## src/rtl/switch_select_decoder_if.sv

```systemverilog
// Switch/selection bundle between the raw board switches and the LED demux.
// Strobe semantics: o_Select_Valid is a one-cycle, registered pulse issued on
// the same edge that o_Select takes a new value. There is no ready; the
// consumer must sample o_Select on the cycle the pulse is high. o_Press_n and
// o_Release_n are one-cycle pulses coincident with the matching Stable edge.
interface switch_select_decoder_if;
  logic       i_Switch_1;
  logic       i_Switch_2;
  logic       o_Switch_1_Stable;
  logic       o_Switch_2_Stable;
  logic       o_Press_1;
  logic       o_Press_2;
  logic       o_Release_1;
  logic       o_Release_2;
  logic [1:0] o_Select;
  logic       o_Select_Valid;
  // Debounce FSM state per switch, for observation only.
  logic [1:0] o_Dbg_State_1;
  logic [1:0] o_Dbg_State_2;

  modport slave (
    input  i_Switch_1, i_Switch_2,
    output o_Switch_1_Stable, o_Switch_2_Stable,
    output o_Press_1, o_Press_2, o_Release_1, o_Release_2,
    output o_Select, o_Select_Valid,
    output o_Dbg_State_1, o_Dbg_State_2
  );

  modport master (
    output i_Switch_1, i_Switch_2,
    input  o_Switch_1_Stable, o_Switch_2_Stable,
    input  o_Press_1, o_Press_2, o_Release_1, o_Release_2,
    input  o_Select, o_Select_Valid,
    input  o_Dbg_State_1, o_Dbg_State_2
  );
endinterface

```

## src/rtl/switch_select_decoder.sv

```systemverilog
// Two-switch front end: synchronise, debounce, emit stable levels, press and
// release pulses, and a registered 2-bit select code with a change strobe.
module switch_select_decoder #(
  parameter int DEBOUNCE_LIMIT = 250000,
  parameter int CNT_WIDTH      = 24
) (
  input logic                    i_Clk,
  input logic                    i_Rst_L,
  switch_select_decoder_if.slave io_Sw
);

  typedef enum logic [1:0] {
    RELEASED        = 2'd0,
    CONFIRM_PRESS   = 2'd1,
    PRESSED         = 2'd2,
    CONFIRM_RELEASE = 2'd3
  } state_t;

  // Last count value before a confirmation completes; counter never passes it.
  localparam logic [CNT_WIDTH-1:0] LP_LAST = CNT_WIDTH'(DEBOUNCE_LIMIT - 1);
  localparam logic [CNT_WIDTH-1:0] LP_ONE  = CNT_WIDTH'(1);

  logic [1:0] w_Raw;
  logic [1:0] w_Stable;
  logic [1:0] w_Press;
  logic [1:0] w_Release;
  logic [1:0] w_Done;
  logic [3:0] w_State_Dbg;
  logic [1:0] r_Select;
  logic       r_Select_Valid;

  assign w_Raw = {io_Sw.i_Switch_2, io_Sw.i_Switch_1};

  for (genvar g = 0; g < 2; g++) begin : g_sw
    logic                 r_Sync_1;
    logic                 r_Sync_2;
    state_t               r_State;
    logic [CNT_WIDTH-1:0] r_Cnt;
    logic                 r_Stable;
    logic                 r_Press;
    logic                 r_Release;
    logic                 w_Done_Local;

    // Two-flop synchroniser for the asynchronous switch pin.
    always_ff @(posedge i_Clk or negedge i_Rst_L) begin
      if (!i_Rst_L) begin
        r_Sync_1 <= 1'b0;
        r_Sync_2 <= 1'b0;
      end else begin
        r_Sync_1 <= w_Raw[g];
        r_Sync_2 <= r_Sync_1;
      end
    end

    // High on the cycle whose edge completes a confirmation (Stable flips).
    assign w_Done_Local = (r_Cnt == LP_LAST) &&
                          (((r_State == CONFIRM_PRESS)   &&  r_Sync_2) ||
                           ((r_State == CONFIRM_RELEASE) && !r_Sync_2));

    // Debounce FSM with registered level and pulse outputs.
    always_ff @(posedge i_Clk or negedge i_Rst_L) begin
      if (!i_Rst_L) begin
        r_State   <= RELEASED;
        r_Cnt     <= '0;
        r_Stable  <= 1'b0;
        r_Press   <= 1'b0;
        r_Release <= 1'b0;
      end else begin
        r_Press   <= 1'b0;
        r_Release <= 1'b0;
        case (r_State)
          RELEASED: begin
            if (r_Sync_2) begin
              r_State <= CONFIRM_PRESS;
              r_Cnt   <= '0;
            end
          end
          CONFIRM_PRESS: begin
            if (!r_Sync_2) begin
              r_State <= RELEASED;
              r_Cnt   <= '0;
            end else if (r_Cnt == LP_LAST) begin
              r_State  <= PRESSED;
              r_Cnt    <= '0;
              r_Stable <= 1'b1;
              r_Press  <= 1'b1;
            end else begin
              r_Cnt <= r_Cnt + LP_ONE;
            end
          end
          PRESSED: begin
            if (!r_Sync_2) begin
              r_State <= CONFIRM_RELEASE;
              r_Cnt   <= '0;
            end
          end
          CONFIRM_RELEASE: begin
            if (r_Sync_2) begin
              r_State <= PRESSED;
              r_Cnt   <= '0;
            end else if (r_Cnt == LP_LAST) begin
              r_State   <= RELEASED;
              r_Cnt     <= '0;
              r_Stable  <= 1'b0;
              r_Release <= 1'b1;
            end else begin
              r_Cnt <= r_Cnt + LP_ONE;
            end
          end
          default: begin
            r_State <= RELEASED;
            r_Cnt   <= '0;
          end
        endcase
      end
    end

    assign w_Done[g]            = w_Done_Local;
    assign w_Stable[g]          = r_Stable;
    assign w_Press[g]           = r_Press;
    assign w_Release[g]         = r_Release;
    assign w_State_Dbg[2*g +: 2] = r_State;
  end

  // Select code follows the stable levels on the same edge; strobe on any flip.
  always_ff @(posedge i_Clk or negedge i_Rst_L) begin
    if (!i_Rst_L) begin
      r_Select       <= 2'b00;
      r_Select_Valid <= 1'b0;
    end else begin
      r_Select       <= w_Stable ^ w_Done;
      r_Select_Valid <= |w_Done;
    end
  end

  assign io_Sw.o_Switch_1_Stable = w_Stable[0];
  assign io_Sw.o_Switch_2_Stable = w_Stable[1];
  assign io_Sw.o_Press_1         = w_Press[0];
  assign io_Sw.o_Press_2         = w_Press[1];
  assign io_Sw.o_Release_1       = w_Release[0];
  assign io_Sw.o_Release_2       = w_Release[1];
  assign io_Sw.o_Select          = r_Select;
  assign io_Sw.o_Select_Valid    = r_Select_Valid;
  assign io_Sw.o_Dbg_State_1     = w_State_Dbg[1:0];
  assign io_Sw.o_Dbg_State_2     = w_State_Dbg[3:2];

endmodule

```

## src/flat_wrapper.sv

```systemverilog
// flat-port wrapper written by rule: the top's interface ports become plain ports
module switch_select_decoder_flat 
#(
  parameter int DEBOUNCE_LIMIT = 250000,
  parameter int CNT_WIDTH      = 24
)
  (i_Clk, i_Rst_L, io_Sw_i_Switch_1, io_Sw_i_Switch_2, io_Sw_o_Switch_1_Stable, io_Sw_o_Switch_2_Stable, io_Sw_o_Press_1, io_Sw_o_Press_2, io_Sw_o_Release_1, io_Sw_o_Release_2, io_Sw_o_Select, io_Sw_o_Select_Valid, io_Sw_o_Dbg_State_1, io_Sw_o_Dbg_State_2);
  switch_select_decoder_if io_Sw_i ();
  input logic i_Clk;
  input logic i_Rst_L;
  input wire logic [$bits(io_Sw_i.i_Switch_1)-1:0] io_Sw_i_Switch_1;
  input wire logic [$bits(io_Sw_i.i_Switch_2)-1:0] io_Sw_i_Switch_2;
  output wire logic [$bits(io_Sw_i.o_Switch_1_Stable)-1:0] io_Sw_o_Switch_1_Stable;
  output wire logic [$bits(io_Sw_i.o_Switch_2_Stable)-1:0] io_Sw_o_Switch_2_Stable;
  output wire logic [$bits(io_Sw_i.o_Press_1)-1:0] io_Sw_o_Press_1;
  output wire logic [$bits(io_Sw_i.o_Press_2)-1:0] io_Sw_o_Press_2;
  output wire logic [$bits(io_Sw_i.o_Release_1)-1:0] io_Sw_o_Release_1;
  output wire logic [$bits(io_Sw_i.o_Release_2)-1:0] io_Sw_o_Release_2;
  output wire logic [$bits(io_Sw_i.o_Select)-1:0] io_Sw_o_Select;
  output wire logic [$bits(io_Sw_i.o_Select_Valid)-1:0] io_Sw_o_Select_Valid;
  output wire logic [$bits(io_Sw_i.o_Dbg_State_1)-1:0] io_Sw_o_Dbg_State_1;
  output wire logic [$bits(io_Sw_i.o_Dbg_State_2)-1:0] io_Sw_o_Dbg_State_2;
  assign io_Sw_i.i_Switch_1 = io_Sw_i_Switch_1;
  assign io_Sw_i.i_Switch_2 = io_Sw_i_Switch_2;
  assign io_Sw_o_Switch_1_Stable = io_Sw_i.o_Switch_1_Stable;
  assign io_Sw_o_Switch_2_Stable = io_Sw_i.o_Switch_2_Stable;
  assign io_Sw_o_Press_1 = io_Sw_i.o_Press_1;
  assign io_Sw_o_Press_2 = io_Sw_i.o_Press_2;
  assign io_Sw_o_Release_1 = io_Sw_i.o_Release_1;
  assign io_Sw_o_Release_2 = io_Sw_i.o_Release_2;
  assign io_Sw_o_Select = io_Sw_i.o_Select;
  assign io_Sw_o_Select_Valid = io_Sw_i.o_Select_Valid;
  assign io_Sw_o_Dbg_State_1 = io_Sw_i.o_Dbg_State_1;
  assign io_Sw_o_Dbg_State_2 = io_Sw_i.o_Dbg_State_2;
  switch_select_decoder #(.DEBOUNCE_LIMIT(DEBOUNCE_LIMIT), .CNT_WIDTH(CNT_WIDTH)) u_core (.i_Clk(i_Clk), .i_Rst_L(i_Rst_L), .io_Sw(io_Sw_i));
endmodule
```

## config.mk

```make
export PLATFORM = sky130hd
export DESIGN_NAME = switch_select_decoder_flat
export DESIGN_NICKNAME = d
export VERILOG_FILES = /design/src/rtl/switch_select_decoder_if.sv /design/src/rtl/switch_select_decoder.sv /design/src/flat_wrapper.sv
export SDC_FILE = /design/constraint.sdc
export NUM_CORES = 1
export LEC_CHECK = 0
export BUFFER_PORTS_ARGS = -buffer_cell sky130_fd_sc_hd__buf_2
export CORE_ASPECT_RATIO = 1.5
export CORE_MARGIN = 4
export CORE_UTILIZATION = 35
export CTS_CLUSTER_DIAMETER = 30
export DETAILED_ROUTE_END_ITERATION = 8
export GPL_ROUTABILITY_DRIVEN = 0
export MAX_ROUTING_LAYER = met4
export PLACE_DENSITY = 0.55
export SLEW_MARGIN = 20
export SYNTH_ARGS = -nofsm -noshare
export SYNTH_HDL_FRONTEND = slang
export SYNTH_SLANG_ARGS = --single-unit
```

## constraint.sdc

```tcl
create_clock -name i_Clk -period 1.8 [get_ports i_Clk]
set_input_delay 0.18 -clock i_Clk [delete_from_list [all_inputs] [get_ports i_Clk]]
set_output_delay 0.18 -clock i_Clk [all_outputs]
set_load 0.05 [all_outputs]
```

# ---- Yosys cells after proc, flatten, opt, wreduce, memory -nomap -nowiden
# Cells that the tools add are included.
dict set report totals {
  register_bits 65
  latchBits 0
  ram_bits 0
  mem_bits_ro 0
  in_bits 4
  out_inout_bits 13
  wordCells 110
  n_memories 0
}
dict set report op_classes {
  addsub 2
  multipliers 0
  div_mod_pow 0
  n_lt_le_gt_ge 0
  n_eq_ne 24
  shifts 0
  muxes 46
  n_bitwise 1
  reduce_logical 21
}
# cell count
set ops {}
lappend ops {{2-to-1 mux 24 bit} 10}
lappend ops {{case mux 24 bit (4 select lines)} 2}
lappend ops {{adder 24 x 1 -> 24 bit (second input constant)} 2}
lappend ops {{equality test 24 x 18 -> 1 bit (second input constant)} 2}
lappend ops {{2-to-1 mux 2 bit} 12}
lappend ops {{2-to-1 mux 1 bit} 18}
lappend ops {{case mux 2 bit (4 select lines)} 2}
lappend ops {{inequality test 2 x 1 -> 1 bit (second input constant)} 6}
lappend ops {{inequality test 2 bit (second input constant)} 6}
lappend ops {{AND reduction 5 bit} 2}
lappend ops {{equality test 2 bit (second input constant)} 4}
lappend ops {{AND reduction 4 bit} 2}
lappend ops {{logical AND 1 bit} 6}
lappend ops {{inequality test 3 bit (second input constant)} 2}
lappend ops {{equality test 2 x 1 -> 1 bit (second input constant)} 2}
lappend ops {{logical NOT 2 bit} 2}
lappend ops {{case mux 1 bit (2 select lines)} 2}
lappend ops {{AND reduction 2 bit} 2}
lappend ops {{nonzero test 2 bit} 2}
lappend ops {{inequality test 3 x 1 -> 1 bit (second input constant)} 1}
lappend ops {{inequality test 3 x 2 -> 1 bit (second input constant)} 1}
lappend ops {{logical NOT 1 bit} 2}
lappend ops {{logical OR 1 bit} 2}
lappend ops {{OR reduction 2 bit} 1}
lappend ops {{bitwise XOR 2 bit} 1}

# ---- Logic depth before layout (Yosys ltp)
# Gate-level depths: netlist of run 1.
dict set report depth {
  ltp_word 5
  depth_mapped 8
  depth_no_buf 6
}

# ---- Worst setup path after synthesis of run 1
# Ideal clock, no wire load.
dict set report synth_path {
  kind {flip-flop to flip-flop}
  startpoint {reg u_core.g_sw[0].r_Cnt[18]}
  endpoint {reg u_core.g_sw[0].r_Cnt[10]}
  setup_ns 0.129
  t_arrival_ns 1.791
  required_ns 1.671
  path_slack_ns -0.121
  path_stages_with_launch 9
  n_path_buf 3
  synth_period_minus_slack_ns 1.921
  path_cell_list {dfrtp_1 buf_2 or4_1 nor3_2 a21oi_2 buf_6 buf_6 a22oi_1 o31ai_1}
}
dict set report synth_between {
  elab_chain_len 4
}
# item line_no
set synth_lines {}
lappend synth_lines {{start: declaration} switch_select_decoder.sv:38} ;# logic [CNT_WIDTH-1:0] r_Cnt;
lappend synth_lines {{start signal: assignment} switch_select_decoder.sv:88} ;# r_Cnt <= r_Cnt + LP_ONE;
lappend synth_lines {{start signal: assignment} switch_select_decoder.sv:107} ;# r_Cnt <= r_Cnt + LP_ONE;
lappend synth_lines {{equality test 24 x 18 -> 1 bit (*)} {switch_select_decoder.sv:82, switch_select_decoder.sv:101}}
lappend synth_lines {{2-to-1 mux 24 bit (*)} {switch_select_decoder.sv:82, switch_select_decoder.sv:101}}
lappend synth_lines {{2-to-1 mux 24 bit (on tied branches)} {switch_select_decoder.sv:98, switch_select_decoder.sv:79}}
lappend synth_lines {{case mux 24 bit (4 select lines) (*)} switch_select_decoder.sv:71} ;# case (r_State)
# Every way passes the cells marked *; elsewhere a longest branch is shown, timed or not.
# A chain may end at the register's enable or synchronous reset.

# ---- Final worst setup path of run 1
dict set report layout_path {
  startpoint {reg u_core.g_sw[0].r_Cnt[18]}
  endpoint {reg u_core.g_sw[0].r_Cnt[12]}
}
# Same word-level chain as after synthesis.

==> results of run 1 <==
## final cells by class
| class | count | area [um2] |
|---|---|---|
| multi-input cells | 272 | 2060 |
| clock inverters | 2 | 35.0 |
| inverters | 5 | 18.8 |
| repair buffers | 111 | 931 |
| clock buffers | 14 | 274 |
| fillers | 836 | 4270 |
| flip-flops and latches | 65 | 1630 |
| well taps | 112 | 140 |
## per-layer routing
metal / global-route usage, % / up-vias
li1: - / 1583
met1: 19.5 / 1585
met2: 30.1 / 77
met3: 3.27 / 33
met4: 10.8 / 0
met5: - / -
## what timing repair did
action | 4_1_cts | 5_1_grt
hold buffers | 3 | 0
setup buffers | 4 | 9
setup endpoints to repair | 48 | 60
cloned | 3 | 3
pin swaps | 17 | 29
gates resized for setup | 35 | 59
hold endpoints to repair | 67 | 0
## layout by cell type (no fill, tap or decap), types with 3 or more instances in the layout
cell and instances:
buf_6 12, a22o_1 3, xnor2_1 3, and3_4 4
o21ai_0 5, nor4_1 3, xor2_1 3, a41oi_2 4
a21oi_1 10, nand2_1 38, a31oi_1 27, mux2i_1 6
inv_1 5, nand3_2 4, clkbuf_16 11, a22oi_2 3
nand2b_1 6, buf_4 74, and3_1 8, nor2_1 14
dfrtp_1 63, a21oi_4 5, nor3_4 3, dlygate4sd3_1 3
o21ai_2 12, o21a_1 6, and4_1 4, nand3_1 15
nor3_1 6, nand4_1 14, or4_4 3, clkbuf_8 3
a21oi_2 16, buf_12 4, buf_2 16
## power by group
part	internal [mW]	leakage [nW]	switching (mW)
sequential	1.49	0.888	0.0269
combinational	0.130	1.18	0.164
clock	1.18	0.153	0.635
## worst max-delay path by stage
stage,startpoint,to,slack (ns),cells after the start
floorplan,u_core.g_sw[1].r_Cnt[21],u_core.g_sw[1].r_Cnt[7],-0.07,6
global placement,u_core.g_sw[1].r_Cnt[10],u_core.g_sw[1].r_Cnt[17],-0.13,7
detailed placement,u_core.g_sw[1].r_Cnt[10],u_core.g_sw[1].r_Cnt[17],-0.17,7
CTS,u_core.g_sw[1].r_Cnt[13],u_core.g_sw[1].r_Cnt[21],-0.17,6
global route,u_core.g_sw[0].r_Cnt[5],u_core.g_sw[0].r_Cnt[12],-0.33,7
finish,u_core.g_sw[0].r_Cnt[18],u_core.g_sw[0].r_Cnt[12],-0.23,7
## registers in the layout, summed over array words and instances, names as in the netlist, 2 cells and up, named ones only
register,cells
u_core.g_sw.r_Cnt,48
u_core.g_sw.r_Sync_1,2
u_core.g_sw.r_Sync_2,2
u_core.io_Sw.o_Select,2
## metrics by stage
stage | instances | total power [mW] | utilization [%] | TNS (ns)
detailed placement | 545 | 1.76 | 44.8 | -2.49
CTS | 571 | 3.62 | 50.5 | -3.40
global route | 581 | 3.76 | 54.4 | -10.60
finish | 581 | 3.63 | 54.4 | -4.96
global placement | 545 | 1.75 | 44.8 | -1.56
floorplan | 361 | 1.64 | - | -0.725
## cell families (layout without fill, tap and decap cells)
group	count (synthesis)	in the layout	share of synthesized area, %
simple gates	145	145	23.2
xor+xnor	6	6	1.55
fa+ha+maj	2	2	0.736
buf+inv	24	132	3.50
flops	65	65	47.8
compound gates	110	110	20.5
mux	9	9	2.76
==> impl_metrics.py, run 1 <==
metrics = {
    "synthesis": {
        "synth_edf_count": 0,
        "synthesis.nets": 367,
        "synthesis.area_um2": 3400,
        "yosysMostFrequentCell": "dfrtp_1",
        "syn-instance-count": 361,
        "yosysSeqAreaShare_pct": 47.8,
        "ys_async_sr_fraction_pct": 100,
        "synthTopCellsByCount": "65 x dfrtp_1, 41 x nand2_1, 29 x a21oi_1",
        "avgSynthCellArea_um2": 9.42,
        "yosysTopAreaCellShare_pct": 47.8,
        "synth_ff_type": "dfrtp_1",
        "synth_cell_type_count": 51,
        "synth.top_cells.by_area": "dfrtp_1 48%, a31oi_1 5.2%, nand2_1 4.5%, a21oi_1 4.3%, nand3_1 2.9%",
        "ys_warn_count": 0,
        "synth_largest_area_cell": "dfrtp_1",
        "ys_ff_latch": 65,
    },
    "setup_path": {
        "crit_type": "register to register",
        "crit_buf_inv": 2,
        "ff2ff_setup_slack_ns": -0.23,
        "rr_endpoint": "u_core.g_sw[0].r_Cnt[12]",
        "path_max_fanout": 6,
        "cp.arrival_ns": 2.25,
        "crit_required_ns": 2.02,
        "crit_family": "simple AND/OR/NAND/NOR gates",
        "r2r_cells": 7,
        "cpPeakStageDelay_ns": 0.57,
        "cp-start-kind": "register",
        "end_kind": "register",
        "critical_path.cell_chain": "or4_4 > nor3_4 > a21oi_4 > buf_6 > buf_6 > a22oi_2 > o31ai_2",
        "crit_top_cell": "buf_6",
        "rr_startpoint": "u_core.g_sw[0].r_Cnt[18]",
        "crit_slowest_cell": "or4_4",
    },
    "sta": {
        "relSlewSlack_pct": 38.5,
        "setup_viol": 50,
        "hold-worst-slack_ns": 0.342,
        "fmax_mhz": 494,
        "fin_crit_ns": 2.03,
        "worst_slew_pin_slew_ns": 0.920,
        "drv_slew": 0,
        "grt_setup_unrepaired": "yes",
        "clock_skew_ns": 0.00831,
        "hold_violations": 0,
        "period_share_pct": 113,
        "fin_ws_ns": -0.226,
    },
    "layout": {
        "nNetsFinal": 470,
        "area_delta_synth_final_pct": 49.8,
        "design_area_um2": 5090,
        "antennaDiodeCount": 0,
        "drive_above_1_share_pct": 43.9,
    },
    "clock_tree": {
        "cts.sinks": 65,
        "cts_tree": "built",
        "clk-insertion-delay-late_ns": 0.34,
        "clock_path_buffers": 2,
        "root_buffer": "clkbuf_16",
        "cts.clk_slew.worst_paths_ns": 0.05,
        "cts_made_buffers": 9,
        "cts_max_level": 3,
    },
    "drt": {
        "viasPerCell": 5.64,
        "final_antenna_net_count": 0,
        "wl_met3_um": 350,
        "drtIter0Drc": 203,
        "wl_met1_mm": 3.74,
        "top_layer_used": "met4",
        "drcViolationCount": 0,
        "met2_wirelength_mm": 5.47,
        "routed-via-count": 3278,
        "drt_wl_total_mm": 9.97,
        "post_drt_wl_per_cell_um": 17.2,
        "first_pass_iters": 4,
    },
    "power_and_ir_drop": {
        "vdd_drop_max_v": 0.000588,
        "power_density_nw_per_um2": 712,
        "p_leak_nw": 2.22,
    },
    "place": {
        "hpwl_mm": 6.03,
        "placed_cell_area_um2": 4190,
        "dp_slack_ns": -0.166,
        "io_buffers": 16,
    },
    "floorplan": {
        "ios": 17,
        "fp.dieH_um": 129,
        "start_util_pct": 36.3,
        "fp.dieW_um": 88.5,
        "coreArea_um2": 9360,
        "dieArea_um2": 11400,
        "core.rowCount": 43,
    },
    "worst_hold_path": {
        "min-delay-start": "u_core.g_sw[0].r_Sync_1",
        "hold_path_depth": 0,
        "min_to": "u_core.g_sw[0].r_Sync_2",
        "worstHoldPathType": "register to register",
    },
    "global_routing": {
        "grt_pass1_vias": 3112,
        "antenna_found_initial": 0,
        "grt_start_max_net_pins": 66,
        "track_usage_pct": 18.0,
        "grt_pass1_wl_mm": 15.2,
        "grt_overflow": 0,
    },
    "run_status": {
        "status": "complete, but fails checks",
        "violations": "setup timing",
    },
    "flow_run": {
        "cap_violations": 0,
    },
}
Note: power is estimated with default switching activity, not from simulation.
==> run 2, diff against run 1 <==
CELL_PAD_IN_SITES_DETAIL_PLACEMENT = 1   (was default)
CELL_PAD_IN_SITES_GLOBAL_PLACEMENT = 2   (was default)
GPL_TIMING_DRIVEN = 0   (was default)
PLACE_DENSITY = 0.78   (was 0.55)
==> run 2 against run 1 <==
Net effect:
- combinational power up 8.2%
- via count up 0.82%
- routed wire length up 22%
- largest power group unchanged
- highest routed layer unchanged
- the flow still finishes with violations (setup timing)
- critical path type unchanged
==> impl_metrics.py, run 2 (same netlist as run 1, synthesis figures left out) <==
metrics = {
    "run_status": {
        "status": "complete, but fails checks",
        "violations": "setup timing",
    },
    "power_and_ir_drop": {
        "p_comb_share_pct": 8.4,
        "finalPower_mw": 3.81,
        "p_switching_mw": 0.953,
        "p_int_mw": 2.86,
        "sw_frac_of_total_pct": 25.0,
        "p_seq_share_pct": 39.9,
        "p_leak_nw": 2.15,
        "p_clk_share_pct": 51.8,
        "vdd_drop_max_v": 0.000461,
        "power_density_nw_per_um2": 745,
    },
    "setup_path": {
        "cp-start-kind": "register",
        "crit_type": "register to register",
        "end_kind": "register",
        "cpPeakStageDelay_ns": 0.59,
        "critical_path.cell_chain": "or4b_4 > nor3_4 > a21oi_4 > buf_6 > and3_4 > a221o_1",
        "rr_startpoint": "u_core.g_sw[1].r_Cnt[11]",
        "rr_endpoint": "u_core.g_sw[1].r_Cnt[23]",
        "ff2ff_setup_slack_ns": -0.31,
        "path_max_fanout": 6,
        "crit_slowest_cell": "or4b_4",
        "r2r_cells": 6,
        "crit_required_ns": 2.03,
        "cp.arrival_ns": 2.33,
    },
    "drt": {
        "top_layer_used": "met4",
        "post_drt_wl_per_cell_um": 21.8,
        "wl_met1_mm": 4.58,
        "final_antenna_net_count": 0,
        "drt_wl_total_mm": 12.1,
        "met2_wirelength_mm": 6.69,
        "first_pass_iters": 4,
        "drcViolationCount": 0,
        "wl_met3_um": 368,
        "viasPerCell": 5.93,
        "drtIter0Drc": 146,
        "routed-via-count": 3305,
    },
    "floorplan": {
        "core.rowCount": 43,
        "fp.dieH_um": 129,
        "ios": 17,
        "coreArea_um2": 9360,
        "start_util_pct": 36.3,
        "dieArea_um2": 11400,
        "fp.dieW_um": 88.5,
    },
    "clock_tree": {
        "clk-insertion-delay-late_ns": 0.34,
        "cts_tree": "built",
        "cts_made_buffers": 9,
        "root_buffer": "clkbuf_16",
        "cts.sinks": 65,
        "clock_path_buffers": 2,
        "cts.clk_slew.worst_paths_ns": 0.06,
        "cts_max_level": 3,
    },
    "global_routing": {
        "grt_start_max_net_pins": 45,
        "grt_overflow": 0,
        "grt_pass1_vias": 3438,
        "track_usage_pct": 22.0,
        "grt_pass1_wl_mm": 18.3,
        "antenna_found_initial": 0,
    },
    "layout": {
        "utilization_pct": 54.6,
        "nNetsFinal": 446,
        "area_delta_synth_final_pct": 50.3,
        "final_cell_mix": "53 x dfrtp_1, 41 x buf_4, 30 x nand2_1, 26 x a31oi_1, 18 x a21oi_2",
        "final_common_cell": "dfrtp_1",
        "drive_above_1_share_pct": 47.6,
        "largest_reg_flops": 48,
        "top_register": "u_core.g_sw.r_Cnt",
        "antennaDiodeCount": 0,
    },
    "worst_hold_path": {
        "worstHoldPathType": "primary input to async pin",
    },
    "sta": {
        "worst_slew_pin_slew_ns": 0.878,
        "setup_viol": 60,
        "hold_violations": 0,
        "fin_ws_ns": -0.307,
        "drv_slew": 0,
        "grt_setup_unrepaired": "yes",
        "clock_skew_ns": 0.00694,
        "relSlewSlack_pct": 41.3,
        "fmax_mhz": 475,
        "period_share_pct": 117,
        "fin_crit_ns": 2.11,
    },
    "place": {
        "io_buffers": 16,
        "hpwl_mm": 6.61,
    },
    "flow_run": {
        "cap_violations": 0,
    },
}
## run 2: changes by cell type in the layout (fill, tap and decap cells not counted), sizes merged
cell,delta
clkbuf,-4
clkinv,+2
inv,+2
buf,-25
bufinv,+1
## run 2: final cells by class
type	count	area, um2
buffer	13	145
inverter	5	18.8
sequential	65	1640
tap	112	140
timing repair buffer	74	669
clock buffer	9	225
clock inverter	7	103
fill	995	4250
multi-input combinational	272	2170
## run 2: critical path: cells and delay by family (launching register included)
family	cells	cell delay, ns
AND/OR/NAND/NOR	3	1.03
flip-flops	1	0.41
buffers and inverters	1	0.15
AO/OA/AOI/OAI	2	0.40
## run 2: how the worst max path moves through the flow
stage,start,end,slack (ns),depth (start not counted)
final,u_core.g_sw[1].r_Cnt[11],u_core.g_sw[1].r_Cnt[23],-0.31,6
after floorplan,u_core.g_sw[1].r_Cnt[21],u_core.g_sw[1].r_Cnt[7],-0.07,6
after detailed placement,u_core.g_sw[1].r_Cnt[0],u_core.g_sw[1].r_Cnt[16],-0.51,6
after global placement,u_core.g_sw[1].r_Cnt[0],u_core.g_sw[1].r_Cnt[16],-0.44,6
after global routing,u_core.g_sw[1].r_Cnt[11],u_core.g_sw[1].r_Cnt[23],-0.34,6
after CTS,u_core.g_sw[1].r_Cnt[10],u_core.g_sw[1].r_Cnt[23],-0.23,6
## run 2: repair_timing
item	in CTS	in global routing
setup endpoints to repair	58	60
buffers inserted	35	14
pin swaps	32	30
hold buffers	3	0
cloned	5	1
hold endpoints to repair	23	0
gates resized for setup	87	56
## run 2: per-stage QoR
stage | instance area, um2 | hold slack [ns] | std cells | setup TNS (ns) | worst slack [ns]
2_1_floorplan | 3470 | -0.116 | 361 | -0.725 | -0.0731
3_3_place_gp | 3690 | 0.288 | 489 | -14.85 | -0.439
3_5_place_dp | 3720 | 0.111 | 490 | -15.93 | -0.507
4_1_cts | 4760 | 0.308 | 545 | -8.62 | -0.230
5_1_grt | 5110 | 0.335 | 557 | -14.18 | -0.340
6_report | 5110 | 0.304 | 557 | -11.13 | -0.307
## run 2: power by group through the flow
stage | registers, mW | logic (mW) | clock network, mW
after global placement | 1.54 | 0.185 | 0
after floorplan | 1.54 | 0.103 | 0
final | 1.52 | 0.318 | 1.97
after detailed placement | 1.54 | 0.196 | 0
after global routing | 1.52 | 0.344 | 2.08
after CTS | 1.51 | 0.293 | 1.99
## run 2: metal layers
layer,vias up,track usage [%]
li1,1525,-
met1,1673,23.5
met2,67,38.7
met3,40,5.25
met4,0,8.19
met5,-,-
==> run 3, diff against run 2 <==
TNS_END_PERCENT = 30   (was default)
==> run 3 against run 2 <==
Net effect:
- the flow still finishes with violations (setup timing)
- via count down 4.7%
- global-route usage is 1.8 points lower
- critical path depth unchanged
- die area did not move
- cell count shrank 3.1%
- non-clock buffer count decreased by 17
- final area is 11% lower
- highest routed layer unchanged
- hold slack improved by 0.048 ns
- largest cell class unchanged
==> impl_metrics.py, run 3 (same netlist as run 1, synthesis figures left out) <==
metrics = {
    "run_status": {
        "status": "complete, but fails checks",
        "violations": "setup timing",
    },
    "layout": {
        "top_register": "u_core.g_sw.r_Cnt",
        "final_cell_mix": "58 x dfrtp_1, 38 x nand2_1, 32 x buf_4, 28 x a31oi_1, 22 x a21oi_1",
        "area_delta_synth_final_pct": 33.9,
        "fin_cells": 540,
        "nNetsFinal": 429,
        "largest_reg_flops": 48,
        "final_common_cell": "dfrtp_1",
        "utilization_pct": 48.6,
        "design_area_um2": 4550,
        "antennaDiodeCount": 0,
        "drive_above_1_share_pct": 32.5,
    },
    "sta": {
        "fmax_mhz": 487,
        "clock_skew_ns": 0.00917,
        "grt_setup_unrepaired": "yes",
        "worst_slew_pin_slew_ns": 0.785,
        "hold_violations": 0,
        "setup_viol": 57,
        "relSlewSlack_pct": 47.5,
        "period_share_pct": 114,
        "drv_slew": 0,
        "fin_crit_ns": 2.06,
        "fin_ws_ns": -0.255,
    },
    "flow_run": {
        "cap_violations": 0,
    },
    "drt": {
        "viasPerCell": 5.84,
        "drtIter0Drc": 63,
        "routed-via-count": 3151,
        "final_antenna_net_count": 0,
        "post_drt_wl_per_cell_um": 19.3,
        "first_pass_iters": 4,
        "drt_wl_total_mm": 10.4,
        "drcViolationCount": 0,
    },
    "floorplan": {
        "dieArea_um2": 11400,
        "coreArea_um2": 9360,
        "start_util_pct": 36.3,
        "core.rowCount": 43,
        "ios": 17,
        "fp.dieH_um": 129,
        "fp.dieW_um": 88.5,
    },
    "power_and_ir_drop": {
        "power_density_nw_per_um2": 801,
        "sw_frac_of_total_pct": 23.6,
        "finalPower_mw": 3.65,
        "p_seq_share_pct": 41.6,
        "p_clk_share_pct": 51.9,
        "p_switching_mw": 0.859,
        "p_int_mw": 2.79,
        "p_leak_nw": 1.95,
        "vdd_drop_max_v": 0.000486,
        "p_comb_share_pct": 6.5,
    },
    "setup_path": {
        "path_max_fanout": 4,
        "rr_startpoint": "u_core.g_sw[1].r_Cnt[18]",
        "end_kind": "register",
        "crit_required_ns": 2.02,
        "rr_endpoint": "u_core.g_sw[1].r_Cnt[23]",
        "cp-start-kind": "register",
        "ff2ff_setup_slack_ns": -0.26,
        "r2r_cells": 6,
        "cp.arrival_ns": 2.27,
        "cp-startpoint": "u_core.g_sw[1].r_Cnt[18]",
        "crit_type": "register to register",
    },
    "clock_tree": {
        "root_buffer": "clkbuf_16",
        "cts_made_buffers": 9,
        "cts_tree": "built",
        "cts.clk_slew.worst_paths_ns": 0.06,
        "clock_path_buffers": 2,
        "clk-insertion-delay-late_ns": 0.34,
        "cts.sinks": 65,
        "cts_max_level": 3,
    },
    "global_routing": {
        "track_usage_pct": 20.2,
        "antenna_found_initial": 0,
        "grt_overflow": 0,
        "grt_pass1_vias": 3228,
        "grt_pass1_wl_mm": 16.9,
        "grt_start_max_net_pins": 36,
    },
    "place": {
        "placed_cell_area_um2": 3700,
        "dp_slack_ns": -0.533,
        "io_buffers": 16,
        "post-place-cells": 490,
        "hpwl_mm": 6.75,
    },
    "worst_hold_path": {
        "worstHoldPathType": "primary input to async pin",
    },
}
## run 3: timing repair
| action | in CTS | in global routing |
|---|---|---|
| setup endpoints to repair | 60 | 61 |
| pin swaps | 17 | 11 |
| cloned | 1 | 0 |
| buffers inserted | 23 | 11 |
| hold buffers | 3 | 0 |
| hold endpoints to repair | 36 | 0 |
| gates resized for setup | 39 | 30 |
## run 3: worst max-delay path, cell delays in order (launching register included)
cell,delay [ns]
dfrtp_1,0.43
or4_4,0.58
nor3_4,0.27
a21oi_4,0.12
buf_6,0.13
and3_4,0.15
a221o_1,0.26
## run 3: worst max-delay path by stage
| stage | slack, ns | to |
|---|---|---|
| 4_1_cts | -0.21 | u_core.g_sw[1].r_Cnt[23] |
| 3_5_place_dp | -0.53 | u_core.g_sw[1].r_Cnt[16] |
| 2_1_floorplan | -0.07 | u_core.g_sw[1].r_Cnt[7] |
| 6_report | -0.26 | u_core.g_sw[1].r_Cnt[23] |
| 5_1_grt | -0.33 | u_core.g_sw[1].r_Cnt[20] |
| 3_3_place_gp | -0.47 | u_core.g_sw[1].r_Cnt[16] |
## run 3: power by group through the flow
stage	Clock, mW	Combinational [mW]	Sequential, mW
2_1_floorplan	0	0.102	1.54
3_3_place_gp	0	0.185	1.54
3_5_place_dp	0	0.194	1.54
4_1_cts	1.95	0.235	1.51
5_1_grt	2.01	0.264	1.52
6_report	1.89	0.238	1.52
## run 3: routing by layer
metal / routed length, um / global-route usage (%) / vias up
met2: 5770 / 35.3 / 43
met3: 191 / 3.52 / 21
met5: 0 / - / -
met4: 330 / 9.25 / 0
li1: - / - / 1497
met1: 4120 / 21.8 / 1590
## run 3: cell type report
class / instances / area [um2]
repair buffers: 55 / 427
fillers: 1075 / 4810
plain buffers: 15 / 128
clock buffers: 9 / 225
clock inverters: 7 / 95.1
inverters: 5 / 18.8
multi-input cells: 272 / 1880
well taps: 112 / 140
flip-flops and latches: 65 / 1640
## run 3: metrics by stage
step / TNS [ns] / hold WS, ns
2_1_floorplan: -1.29 / -0.116
3_3_place_gp: -17.66 / 0.289
3_5_place_dp: -18.23 / 0.176
4_1_cts: -8.10 / 0.355
5_1_grt: -13.08 / 0.363
6_report: -8.33 / 0.353
